### src/rtl/can_tx_sched_pkg.sv
// can_pkg: shared widths, defaults, state encoding and the ID comparison
// helper used by the CAN transmit scheduler and its priority selector.
package can_pkg;

  localparam int CAN_ID_W      = 11;
  localparam int IDLE_BITS_DEF = 11;
  localparam int MAX_RETRY_DEF = 8;
  // Width shared by the idle counter and the per-mailbox retry counters.
  localparam int CNT_W         = 4;

  typedef enum logic [0:0] {
    WAIT_IDLE = 1'b0,
    TX        = 1'b1
  } tx_state_t;

  // True when candidate b should replace candidate a: b is valid and either
  // a is empty or b carries a strictly lower (higher-priority) ID. Equal IDs
  // keep a, so the lower-index side of every compare stage wins ties.
  function automatic logic b_beats_a(
    input logic                a_v,
    input logic [CAN_ID_W-1:0] a_id,
    input logic                b_v,
    input logic [CAN_ID_W-1:0] b_id
  );
    return b_v && (!a_v || (b_id < a_id));
  endfunction

endpackage

### src/rtl/can_prio_sel.sv
// can_prio_sel: combinational minimum-ID selector. Pairs of candidates are
// reduced level by level; the even (lower-index) slot of each pair keeps the
// win on equal IDs, which gives lowest-index tie-break across the tree.
module can_prio_sel
  import can_pkg::*;
#(
  parameter int IDX_W = 2
) (
  input  logic [(2**IDX_W)-1:0]          elig,
  input  logic [CAN_ID_W*(2**IDX_W)-1:0] ids,
  output logic                           sel_valid,
  output logic [IDX_W-1:0]               sel_idx,
  output logic [CAN_ID_W-1:0]            sel_id
);

  localparam int NUM = 2**IDX_W;

  logic [NUM-1:0]      node_v_s;
  logic [CAN_ID_W-1:0] node_id_s [NUM];
  logic [IDX_W-1:0]    node_ix_s [NUM];

  // Compare tree: level l folds slots 2j/2j+1 into slot j, in place.
  always_comb begin
    for (int i = 0; i < NUM; i++) begin
      node_v_s[i]  = elig[i];
      node_id_s[i] = ids[CAN_ID_W*i +: CAN_ID_W];
      node_ix_s[i] = IDX_W'(i);
    end
    for (int l = 0; l < IDX_W; l++) begin
      for (int j = 0; j < (NUM >> (l + 1)); j++) begin
        if (b_beats_a(node_v_s[2*j], node_id_s[2*j], node_v_s[2*j+1], node_id_s[2*j+1])) begin
          node_id_s[j] = node_id_s[2*j+1];
          node_ix_s[j] = node_ix_s[2*j+1];
        end else begin
          node_id_s[j] = node_id_s[2*j];
          node_ix_s[j] = node_ix_s[2*j];
        end
        node_v_s[j] = node_v_s[2*j] | node_v_s[2*j+1];
      end
    end
  end

  assign sel_valid = node_v_s[0];
  assign sel_idx   = node_ix_s[0];
  assign sel_id    = node_id_s[0];

endmodule

### src/rtl/can_tx_sched.sv
// can_tx_sched: CAN transmit scheduler on the bit-rate sample clock. Waits for
// IDLE_BITS recessive bits, launches the lowest-ID eligible mailbox and then
// resolves the frame as done, lost arbitration or error, with a per-mailbox
// retry limit that parks a mailbox until its requester drops Req.
module can_tx_sched
  import can_pkg::*;
#(
  parameter int IDX_W     = 2,
  parameter int IDLE_BITS = IDLE_BITS_DEF,
  parameter int MAX_RETRY = MAX_RETRY_DEF
) (
  input  logic                           Clock_SP,
  input  logic                           Reset_N,
  input  logic                           Bit_Input,
  input  logic                           Erro_Flag,
  input  logic [(2**IDX_W)-1:0]          Req,
  input  logic [CAN_ID_W*(2**IDX_W)-1:0] Req_Id,
  input  logic                           Tx_Done,
  input  logic                           Tx_Lost,
  output logic                           Tx_Start,
  output logic [CAN_ID_W-1:0]            Tx_Id,
  output logic [IDX_W-1:0]               Tx_Sel,
  output logic                           Busy,
  output logic [(2**IDX_W)-1:0]          Ack,
  output logic [(2**IDX_W)-1:0]          Fail
);

  localparam int               NUM_MBOX    = 2**IDX_W;
  localparam logic [CNT_W-1:0] IDLE_MAX    = CNT_W'(IDLE_BITS);
  localparam logic [CNT_W-1:0] RETRY_LIMIT = CNT_W'(MAX_RETRY);

  tx_state_t           state_r;
  logic [CNT_W-1:0]    idle_cnt_r;
  logic [CNT_W-1:0]    retry_r [NUM_MBOX];
  logic [NUM_MBOX-1:0] fail_mask_r;

  logic [NUM_MBOX-1:0] elig_s;
  logic                sel_valid_s;
  logic [IDX_W-1:0]    sel_idx_s;
  logic [CAN_ID_W-1:0] sel_id_s;

  logic                go_s;
  logic                ev_err_s;
  logic                ev_lost_s;
  logic                ev_done_s;
  logic                leave_s;
  logic [CNT_W-1:0]    retry_next_s;
  logic                retry_hit_s;

  // A mailbox parked by the retry limit stays out of arbitration until its
  // requester withdraws.
  assign elig_s = Req & ~fail_mask_r;

  can_prio_sel #(
    .IDX_W (IDX_W)
  ) u_prio_sel (
    .elig      (elig_s),
    .ids       (Req_Id),
    .sel_valid (sel_valid_s),
    .sel_idx   (sel_idx_s),
    .sel_id    (sel_id_s)
  );

  // Retry bookkeeping is always about the mailbox currently on the bus.
  assign retry_next_s = retry_r[Tx_Sel] + 4'd1;
  assign retry_hit_s  = (retry_next_s == RETRY_LIMIT);
  assign leave_s      = ev_err_s | ev_lost_s | ev_done_s;

  // Decode this edge's action: launch in WAIT_IDLE, prioritised outcome in TX.
  always_comb begin
    go_s      = 1'b0;
    ev_err_s  = 1'b0;
    ev_lost_s = 1'b0;
    ev_done_s = 1'b0;
    case (state_r)
      WAIT_IDLE: begin
        if ((idle_cnt_r == IDLE_MAX) && sel_valid_s) begin
          go_s = 1'b1;
        end else begin
          go_s = 1'b0;
        end
      end
      TX: begin
        if (Erro_Flag) begin
          ev_err_s = 1'b1;
        end else if (Tx_Lost) begin
          ev_lost_s = 1'b1;
        end else if (Tx_Done) begin
          ev_done_s = 1'b1;
        end else begin
          ev_done_s = 1'b0;
        end
      end
      default: begin
        go_s = 1'b0;
      end
    endcase
  end

  // Idle counter: run length of recessive bits, held at zero while a frame is
  // in flight so that every return to WAIT_IDLE starts counting from scratch.
  always_ff @(posedge Clock_SP or negedge Reset_N) begin
    if (!Reset_N) begin
      idle_cnt_r <= 4'd0;
    end else if (state_r == TX) begin
      idle_cnt_r <= 4'd0;
    end else if (!Bit_Input) begin
      idle_cnt_r <= 4'd0;
    end else if (idle_cnt_r != IDLE_MAX) begin
      idle_cnt_r <= idle_cnt_r + 4'd1;
    end else begin
      idle_cnt_r <= idle_cnt_r;
    end
  end

  // Retry counters and fail mask; a limit hit re-parks the mailbox even if its
  // Req is low on that same edge, and the low Req then clears it next edge.
  always_ff @(posedge Clock_SP or negedge Reset_N) begin
    if (!Reset_N) begin
      fail_mask_r <= '0;
      for (int i = 0; i < NUM_MBOX; i++) begin
        retry_r[i] <= 4'd0;
      end
    end else begin
      for (int i = 0; i < NUM_MBOX; i++) begin
        if (ev_err_s && retry_hit_s && (Tx_Sel == IDX_W'(i))) begin
          fail_mask_r[i] <= 1'b1;
        end else begin
          fail_mask_r[i] <= fail_mask_r[i] & Req[i];
        end
      end
      if (ev_err_s) begin
        retry_r[Tx_Sel] <= retry_hit_s ? 4'd0 : retry_next_s;
      end else if (ev_done_s) begin
        retry_r[Tx_Sel] <= 4'd0;
      end else begin
        retry_r[Tx_Sel] <= retry_r[Tx_Sel];
      end
    end
  end

  // Scheduler FSM with registered start/busy/selection and one-cycle pulses.
  always_ff @(posedge Clock_SP or negedge Reset_N) begin
    if (!Reset_N) begin
      state_r  <= WAIT_IDLE;
      Tx_Start <= 1'b0;
      Busy     <= 1'b0;
      Tx_Id    <= 11'd0;
      Tx_Sel   <= '0;
      Ack      <= '0;
      Fail     <= '0;
    end else begin
      Tx_Start <= 1'b0;
      Ack      <= '0;
      Fail     <= '0;
      case (state_r)
        WAIT_IDLE: begin
          if (go_s) begin
            state_r  <= TX;
            Tx_Start <= 1'b1;
            Busy     <= 1'b1;
            Tx_Sel   <= sel_idx_s;
            Tx_Id    <= sel_id_s;
          end else begin
            state_r <= WAIT_IDLE;
          end
        end
        TX: begin
          if (ev_err_s && retry_hit_s) begin
            Fail[Tx_Sel] <= 1'b1;
          end else if (ev_done_s) begin
            Ack[Tx_Sel] <= 1'b1;
          end else begin
            Ack <= '0;
          end
          if (leave_s) begin
            state_r <= WAIT_IDLE;
            Busy    <= 1'b0;
          end else begin
            state_r <= TX;
          end
        end
        default: begin
          state_r <= WAIT_IDLE;
          Busy    <= 1'b0;
        end
      endcase
    end
  end

endmodule

### config.mk
export PLATFORM = sky130hd
export DESIGN_NAME = can_tx_sched
export DESIGN_NICKNAME = d
export VERILOG_FILES = /design/src/rtl/can_tx_sched_pkg.sv /design/src/rtl/can_prio_sel.sv /design/src/rtl/can_tx_sched.sv
export SDC_FILE = /design/constraint.sdc
export NUM_CORES = 1
export LEC_CHECK = 0
export CORE_UTILIZATION = 30
export CTS_CLUSTER_SIZE = 28
export DETAILED_ROUTE_END_ITERATION = 7
export GPL_TIMING_DRIVEN = 0
export PLACE_DENSITY = 0.64
export RECOVER_POWER = 25
export SYNTH_ARGS = -nofsm -noshare
export SYNTH_HDL_FRONTEND = slang
export SYNTH_HIERARCHICAL = 1
export SYNTH_SLANG_ARGS = --single-unit
export TNS_END_PERCENT = 1
### constraint.sdc
create_clock -name Clock_SP -period 8.8 [get_ports Clock_SP]
set_input_delay 1.76 -clock Clock_SP [delete_from_list [all_inputs] [get_ports Clock_SP]]
set_output_delay 1.76 -clock Clock_SP [all_outputs]
set_load 0.02 [all_outputs]
# Word level (Yosys, flattened, before mapping)

Index checks and enable logic that the tools add are counted.

Register bits after elaboration: 48
Input port bits: 54
Word-level logic and storage cells: 114

Equal/unequal tests: 9
Order comparisons: 7
Multiplexer cells: 48
Reduce and logical (&&, ||, !) cells: 20
Bitwise operators: 15
$add $sub $neg: 2

Operators by type and width:

| operator                                                      | count |
|---|---|
| 4-bit 2-to-1 mux                                              | 12 |
| 11-bit less-than comparator                                   | 3 |
| 11-bit 2-to-1 mux                                             | 3 |
| 16-bit bitwise mux                                            | 2 |
| 16-bit 2-to-1 mux                                             | 2 |
| 1-bit 2-to-1 mux                                              | 23 |
| 16-bit AND                                                    | 1 |
| 16-bit NOT                                                    | 1 |
| 1-bit logical AND                                             | 11 |
| 4-bit by 1-bit adder with 4-bit output, second input constant | 2 |
| 4-bit binary-select mux with 2-bit select                     | 1 |
| 4-bit demux with 2-bit select                                 | 1 |
| 4-bit == test, second input constant                          | 2 |
| 1-bit OR                                                      | 5 |
| 1-bit AND                                                     | 4 |
| 4-bit AND                                                     | 1 |
| 2-bit == test, second input constant                          | 2 |
| 4-bit inequality test, second input constant                  | 1 |
| 4-bit NOT                                                     | 1 |
| 1-bit case mux with 2 select lines                            | 2 |
| 2-bit AND reduction                                           | 2 |
| 3-bit >= comparator, second input constant                    | 1 |
| 1-bit logical NOT                                             | 3 |
| 1-bit logical OR                                              | 3 |
| 12 further kinds                                              | 12 |

# Depth between registers and ports, before layout

Gate-level depths: netlist (run 1).

Depth in word-level cells: 10
Mapped depth: 17
Depth with buffers taken out: 16

# By module

Netlist (run 1), hierarchy kept.

Modules (own cells, without submodules):

| module       | times used | cells an instance | area each (um^2) |
|---|---|---|---|
| can_tx_sched | 1          | 179               | 2094.5 |
| can_prio_sel | 1          | 171               | 1327.5 |

# Worst setup path after synthesis (run 1)

OpenSTA, ideal clock, no wires.

Path kind: input to register
Start: input port Req_Id[30]
End: register Tx_Id[3]
Arrival time: 4947 ps
Stages: 16
Data required time: 8675 ps
Setup slack: 3728 ps
Buffers on the path: 2
Cells stage by stage: inv_1 ha_1 a211oi_2 o21ai_1 a221oi_2 nor2_2 buf_6 mux2_4 ha_1 a22oi_1 o211ai_1 a211oi_1 o21ai_0 clkbuf_1 o32a_1 mux2_2

Longest elaborated chain between the ends: 8

RTL lines:

| item                        | RTL line               | text |
|---|---|---|
| from (decl)                 | can_tx_sched.sv:17     | `input logic [CAN_ID_W*(2**IDX_W)-1:0] Req_Id,` |
| 11-bit less-than comparator | can_tx_sched_pkg.sv:25 | `return b_v && (!a_v \|\| (b_id < a_id));` |
| 1-bit logical OR            | can_tx_sched_pkg.sv:25 |  |
| 1-bit logical AND           | can_tx_sched_pkg.sv:25 |  |
| 11-bit 2-to-1 mux (*)       | can_prio_sel.sv:31     | `if (b_beats_a(node_v_s[2*j], node_id_s[2*j], node_v_s[2*j+1], node_id_s[2*j+1])) begin` |
| 11-bit less-than comparator | can_tx_sched_pkg.sv:25 |  |
| 1-bit logical OR            | can_tx_sched_pkg.sv:25 |  |
| 1-bit logical AND           | can_tx_sched_pkg.sv:25 |  |
| 11-bit 2-to-1 mux (*)       | can_prio_sel.sv:31     |  |
| net sel_id_s[3]             | can_tx_sched.sv:40     | `logic [CAN_ID_W-1:0] sel_id_s;` |
| to (signal assigned)        | can_tx_sched.sv:163    | `Tx_Id <= sel_id_s;` |
| to (decl)                   | can_tx_sched.sv:21     | `output logic [CAN_ID_W-1:0] Tx_Id,` |

The timed path passes the listed nets; every way through them passes the cells marked *.
A chain may end at the register's enable or synchronous reset.

# Worst setup path after layout (run 1)

Start: input port Req_Id[8]
End: register Tx_Id[3]

The elaborated chain is that of the path after synthesis.

==> qor.txt, run 1 <==
Placer Congestion -> 0.858
Slowest-stage cell, CP -> clkdlybuf4s50_1
H-tree levels -> 2
Iteration-0 DRC count of the detailed router -> 138
First-pass GRT wire length -> 14100 µm
Final period util -> 67.7%
Largest net degree at the start of global routing -> 29
Fmax achieved -> 168 MHz
Worst Path Arrival -> 6.13 ns
Final setup margin -> 2.84 ns
TritonCTS buffer count -> 5
Hold Worst Slack -> 0.488 ns
Total negative slack -> 0 ns
Cell Chain, Critical Path -> clkdlybuf4s50_1 -> inv_1 -> ha_1 -> a211oi_1 -> o21ai_1 -> a221oi_2 -> nor2_1 -> buf_2 -> mux2i_1 -> ha_1 -> a22oi_1 -> o211ai_1 -> a211oi_1 -> o21ai_0 -> clkbuf_1 -> o32a_1 -> mux2_2
Later-pin clock latency in the skew report -> 0.28 ns
Simple-gate share of the synthesized area -> 15.2%
PostCTS Resize Cnt -> 0
Antenna violations before repair -> 0
Core Box Area -> 11000 µm²
Crit path max fanout -> 10
Die footprint -> 11800 µm²
Power Total -> 793 µW
Power density over the cells -> 176 nW/µm²
Pre-Repair DR Iteration Count -> 5
Worst path required time -> 8.97 ns
Total gr overflow -> 0
Antenna violation net count after detailed routing -> 0
Number of enable flip-flop cells after synthesis -> 0
Root Buffer -> clkbuf_16
Worst slew margin -> 4.72%
FP Rows -> 38
Final Max Slew Viols -> 0
Pre-CTS WS -> 2.64 ns
Nets -> 520
Longest Clk Path Bufs -> 2
DIE WIDTH -> 109 µm
Crit path kind -> in2reg
Seq cells post-synth -> 48
Most frequent cells in the layout -> clkdlybuf4s50_1 (75), dfrtp_1 (48), ha_1 (32)
Min-delay worst type -> reg2reg
Post-CTS setup buffers -> 0
Clk_skew -> 0.00605 ns
HPWL Detailed -> 6950 µm
RSZ-0062 raised after global routing -> no
Synth Area in XOR/XNOR -> 0.768%
Mapped Cells -> 350
Tightest Pin Transition -> 1.43 ns
Sequential fraction of the synthesis area -> 35.1%
Peak VDD IR -> 0.000113 V
# IOs -> 77
# port buffers -> 76
CTS Hold Buffers Added -> 0
Max_cap viols -> 0
Ys async rst share -> 100%
Multiplexer share of the synthesized area -> 14.7%
Drc violations -> 0
Minimum clock period -> 5.96 ns
Number of global-route vias before repair -> 2892
Worst-path clk slew -> 0.07 ns
Status -> finished clean
Clock net sink count -> 48
Area Growth Syn to Fin -> 31.7%
Synth Area in Adders -> 11.7%
Main synth FF type -> dfrtp_1
Largest family of logic cells by synthesized area -> compound AO/OA/AOI/OAI gates
CP Launch Type -> input port
Fillers -> 1075
N_diodes -> 0
Fraction of layout cells with a size suffix above 1 -> 12.6%
Starting density of the core -> 31.2%
Via count -> 2896
Leakage -> 0.00199 µW
Gr usage total -> 15.3%
Die span in y -> 109 µm
Synth cell types -> 54
CTS tree -> yes
Mapped cell area -> 3420 µm²
Syn_area_per_cell -> 9.78 µm²
Final Hold Fails -> 0
Most common cell after layout, fill and taps aside -> clkdlybuf4s50_1
Final setup vio count -> 0
Yosys synthesis warning count -> 6
Drt wl/cell -> 15.0 µm
Avg Vias per Cell -> 5.04
Final WL -> 8610 µm
Worst path top cell family by delay -> compound AO/OA/AOI/OAI gates
Synth Area in Compound Gates -> 17.2%
Crit. End Element -> flip-flop
Critical path's largest stage delay -> 0.48 ns
Post-synth net total -> 436
Crit path buffers/inverters -> 4
## cells in the mapped netlist, types with 3 or more instances
master | n | area share [%]
nand4_1 | 4 | 0.73
mux2_4 | 9 | 3.9
inv_1 | 30 | 3.3
clkbuf_1 | 7 | 0.77
ha_1 | 32 | 12
o221ai_1 | 5 | 1.3
o21ai_0 | 24 | 3.5
mux4_2 | 4 | 2.6
mux2_2 | 14 | 4.6
nand2_1 | 29 | 3.2
nor2_1 | 22 | 2.4
nand3_1 | 4 | 0.59
buf_2 | 4 | 0.59
o211ai_1 | 3 | 0.66
o32a_1 | 10 | 2.9
nor2b_1 | 11 | 2.0
and3_1 | 3 | 0.55
o21ai_1 | 10 | 1.5
dfrtp_1 | 48 | 35
a21oi_1 | 19 | 2.8
mux2i_1 | 12 | 3.5
nor3_1 | 6 | 0.88
## kinds of logic (layout without fill, tap and decap cells)
logic type / Yosys count / count (layout)
and+or+nand+nor: 98 / 98
muxes: 39 / 39
buffers and inverters: 43 / 128
DFF: 48 / 48
AOI/OAI and AO/OA: 87 / 87
xor gates and xnor gates: 3 / 3
adders and majority gates: 32 / 32
## cell type report
type                            instances  area (µm²)  share of cell area (%)
Multi-Input combinational cell        259        2040                    45.2
Sequential cell                        48        1200                    26.6
Timing Repair Buffer                   77         758                    16.8
Tap cell                              140         175                    3.89
Clock buffer                            6         139                    3.08
Inverter                               30         113                    2.50
Buffer                                 13        68.8                    1.53
Clock inverter                          2        13.8                   0.305
## sequential cells by signal, summed over array words and instances (netlist names), 2 cells and up
signal	count
idle_cnt_r	4
Fail	4
Tx_Sel	2
fail_mask_r	4
Tx_Id	11
Ack	4
retry_r	16
## through the flow
step,instances,instance area [µm²],utilization (%)
2_1_floorplan,350,3420,-
4_1_cts,575,4530,41.2
6_report,575,4510,41.0
3_5_place_dp,567,4370,39.8
3_3_place_gp,566,4360,39.7
5_1_grt,575,4510,41.0
## worst register-to-register path: stages (launching register included)
cell      delay, ns
dfrtp_1        0.38
nor2b_1        0.38
nor2b_1        0.19
o21ai_1        0.08
a221oi_2       0.26
nor2_1         0.11
buf_2          0.24
mux2i_1        0.29
ha_1           0.32
a22oi_1        0.18
o211ai_1       0.12
a211oi_1       0.35
o21ai_0        0.30
clkbuf_1       0.31
o32a_1         0.41
mux2_2         0.26
## per-layer routing
layer / share of wire [%] / vias up / global-route usage (%) / wire length [µm]
li1: - / 1447 / - / -
met1: 46 / 1364 / 19.8 / 3940
met2: 48 / 75 / 26.8 / 4130
met3: 5.2 / 10 / 2.45 / 445
met4: 1.2 / 0 / 3.09 / 102
met5: 0 / - / 0 / 0
## worst paths after layout
path	start	to	slack [ns]	cells after the start
setup / recovery	Req_Id[8]	Tx_Id[3]	2.84	17
hold / removal	retry_r[12]	retry_r[12]	0.49	2
setup reg to reg	fail_mask_r[1]	Tx_Id[3]	4.49	15
hold reg to reg	retry_r[12]	retry_r[12]	0.49	2
max in group asynchronous	Reset_N	Tx_Sel[0]	5.25	2
min in group asynchronous	Reset_N	retry_r[3]	1.67	1
## power by group
group	internal [µW]	switching, µW	leakage [µW]
Combinational	151	167	0.00132
Sequential	260	21.2	0.000593
Clock	114	79.9	0.0000772
Power figures use the tool's default switching activity.
==> run 2: changes to the inputs <==
--- a/config.mk
+++ b/config.mk
@@ -9,7 +9,7 @@
 export CTS_CLUSTER_SIZE = 28
 export DETAILED_ROUTE_END_ITERATION = 7
 export GPL_TIMING_DRIVEN = 0
-export PLACE_DENSITY = 0.64
+export PLACE_DENSITY = 0.66
 export RECOVER_POWER = 25
 export SYNTH_ARGS = -nofsm -noshare
 export SYNTH_HDL_FRONTEND = slang
==> constraint.sdc (replaced) <==
create_clock -name Clock_SP -period 4.9 [get_ports Clock_SP]
set_input_delay 0.98 -clock Clock_SP [delete_from_list [all_inputs] [get_ports Clock_SP]]
set_output_delay 0.98 -clock Clock_SP [all_outputs]
set_load 0.02 [all_outputs]
==> qor.txt, run 2 (synthesis gave the netlist of run 1 again) <==
Antenna violations before repair -> 0 (unchanged)
Total gr overflow -> 0 (unchanged)
Number of global-route vias before repair -> 3113 (+7.6%)
Most frequent cells in the layout -> clkdlybuf4s50_1 (75), dfrtp_1 (48), ha_1 (32)
Starting density of the core -> 31.2% (unchanged)
Largest regs -> retry_r: 16 flops, Tx_Id: 11 flops
Pre-CTS WS -> -0.442 ns (-3.08 ns)
Min-delay worst type -> reg2reg
Most common cell after layout, fill and taps aside -> clkdlybuf4s50_1
TritonCTS buffer count -> 5 (unchanged)
Area Growth Syn to Fin -> 34.1%
Root Buffer -> clkbuf_16
CTS tree -> yes
Longest Clk Path Bufs -> 2 (unchanged)
Status -> finished clean
Peak VDD IR -> 0.000235 V (+110%)
Final period util -> 97.8%
Largest net degree at the start of global routing -> 29 (unchanged)
Gr usage total -> 16.2% (+0.91 points)
Leakage -> 0.00202 µW (+1.1%)
Worst slew margin -> 2.37% (-2.3 points)
First-pass GRT wire length -> 14900 µm (+5.0%)
Later-pin clock latency in the skew report -> 0.29 ns (about the same)
Power Total -> 1440 µW (+82%)
Hold EP -> retry_r[10]
Nets -> 523 (+0.58%)
Final setup vio count -> 0 (unchanged)
Antenna violation net count after detailed routing -> 0 (unchanged)
Fin area -> 4590 µm² (+1.8%)
Placed insts -> 567 (unchanged)
Clock net sink count -> 48 (unchanged)
Core Box Area -> 11000 µm² (unchanged)
Cell Chain, Critical Path -> clkdlybuf4s50_1 -> inv_1 -> ha_1 -> nand4_1 -> nor3_2 -> a221oi_2 -> nor2_2 -> buf_6 -> mux2_4 -> ha_1 -> a22oi_1 -> o211ai_1 -> a211oi_2 -> o21ai_2 -> buf_2 -> o32a_1 -> mux2_2
Placed cell area -> 4370 µm² (unchanged)
# IOs -> 77 (unchanged)
Drc violations -> 0 (unchanged)
Worst path top cell family by delay -> compound AO/OA/AOI/OAI gates
HPWL Detailed -> 7100 µm (+2.2%)
Power density over the cells -> 315 nW/µm² (+79%)
Tightest Pin Transition -> 1.46 ns (+0.0352 ns)
FP Rows -> 38 (unchanged)
Worst r2r dst -> Tx_Id[3]
Worst path required time -> 5.07 ns (-3.90 ns)
Fraction of layout cells with a size suffix above 1 -> 15.5% (+2.9 points)
Final Hold Fails -> 0 (unchanged)
Crit path max fanout -> 10 (unchanged)
CTS Hold Buffers Added -> 0 (unchanged)
Cell mode on critical path -> ha_1
Crit. End Element -> flip-flop
DIE WIDTH -> 109 µm (unchanged)
Largest register FFs -> 16 (unchanged)
Depth of the most critical reg-to-reg path -> 16 (+1)
Biggest register -> retry_r
Critical path's largest stage delay -> 0.48 ns (about the same)
Slowest-stage cell, CP -> clkdlybuf4s50_1
Final WL -> 9010 µm (+4.6%)
Final setup margin -> 0.109 ns (-2.73 ns)
Pre-Repair DR Iteration Count -> 4 (-1)
# port buffers -> 76 (unchanged)
Non-Filler Instances -> 578 (+0.52%)
Max_cap viols -> 0 (unchanged)
Hold path depth -> 2 (unchanged)
Worst Path Arrival -> 4.96 ns (-1.17 ns)
Reg2reg start -> fail_mask_r[1]
Final Max Slew Viols -> 0 (unchanged)
H-tree levels -> 2 (unchanged)
Die span in y -> 109 µm (unchanged)
Placer Congestion -> 0.854 (-0.45%)
Iteration-0 DRC count of the detailed router -> 95 (-31%)
Fmax achieved -> 209 MHz
Hold path start -> retry_r[10]
Die footprint -> 11800 µm² (unchanged)
Avg Vias per Cell -> 5.15 (+2.3%)
Crit path kind -> in2reg
Drt wl/cell -> 15.6 µm (+4.0%)
Via count -> 2979 (+2.9%)
Worst-path clk slew -> 0.06 ns (about the same)
N_diodes -> 0 (unchanged)
R2R Setup Slk -> 0.99 ns (-3.50 ns)
Clk_skew -> 0.00794 ns (+0.00189 ns)
Total negative slack -> 0 ns (unchanged)
Minimum clock period -> 4.79 ns
Crit path buffers/inverters -> 4 (unchanged)
CP Launch Type -> input port
[run 2: cell types whose count changed in the layout (fill, tap and decap cells not counted)]
cell / before / now
mux2i_1: 12 / 8
a211oi_1: 2 / 0
a211oi_2: 1 / 3
buf_4: 0 / 2
clkbuf_1: 9 / 7
clkbuf_4: 0 / 2
mux2i_2: 0 / 2
mux2i_4: 0 / 2
buf_6: 2 / 3
nor2_1: 22 / 21
nor2_2: 2 / 3
o21ai_0: 24 / 23
o21ai_2: 0 / 1
[run 2: area by class of cell]
type	count	area [µm²]
inverter	30	113
multi-input combinational	259	2090
sequential	48	1200
clock inverter	2	13.8
timing repair buffer	80	781
tap	140	175
fill	1115	6390
clock buffer	6	139
buffer	13	80.1
[run 2: stage by stage]
| step | utilization [%] | hold WS (ns) |
|---|---|---|
| finish | 41.8 | 0.483 |
| global route | 41.8 | 0.524 |
| CTS | 41.4 | 0.489 |
| detailed placement | 39.8 | 0.470 |
| global placement | 39.7 | 0.459 |
| floorplan | - | 0.445 |
[run 2: timing repair]
action | in CTS | in global routing
setup buffers | 0 | 2
gates cloned | 0 | 1
gates resized for setup | 7 | 13
pin swaps | 0 | 1
endpoints found under the setup margin | 11 | 11
[run 2: worst max path at each step]
stage,from,endpoint,slack [ns],cells past startpoint
2_1_floorplan,Req_Id[30],Tx_Id[3],0.61,16
3_3_place_gp,Req_Id[8],Tx_Id[3],-0.42,17
3_5_place_dp,Req_Id[8],Tx_Id[1],-0.44,17
4_1_cts,Req_Id[8],Tx_Id[4],0.11,17
5_1_grt,Req_Id[30],Tx_Id[3],-0.03,17
6_report,Req_Id[30],Tx_Id[4],0.11,17
[run 2: metal layers]
| layer | GRT usage (%) | part of all wire, % |
|---|---|---|
| met5 | 0 | 0 |
| met1 | 19.6 | 42 |
| met4 | 5.02 | 2.0 |
| met2 | 29.1 | 50 |
| met3 | 2.75 | 5.6 |
[run 2: power by group]
group / internal (µW) / leakage, µW / switching, µW / total (µW)
sequential: 467 / 0.000593 / 40.5 / 508
combinational: 282 / 0.00135 / 308 / 590
clock: 204 / 0.0000772 / 143 / 347
total: 953 / 0.00202 / 492 / 1440
[run 2: worst register-to-register path, stage by stage, from the launching register on]
cell and delay (ns):
dfrtp_1 0.38, nor2b_1 0.44, nor2b_1 0.20, o21ai_1 0.10, a221oi_2 0.28, nor2_2 0.09
buf_6 0.18, mux2i_1 0.19, ha_1 0.36, o211ai_2 0.12, nor4_1 0.41, a211oi_2 0.11
o21ai_2 0.12, buf_2 0.24, o21ai_0 0.12, o32a_1 0.19, mux2_2 0.26
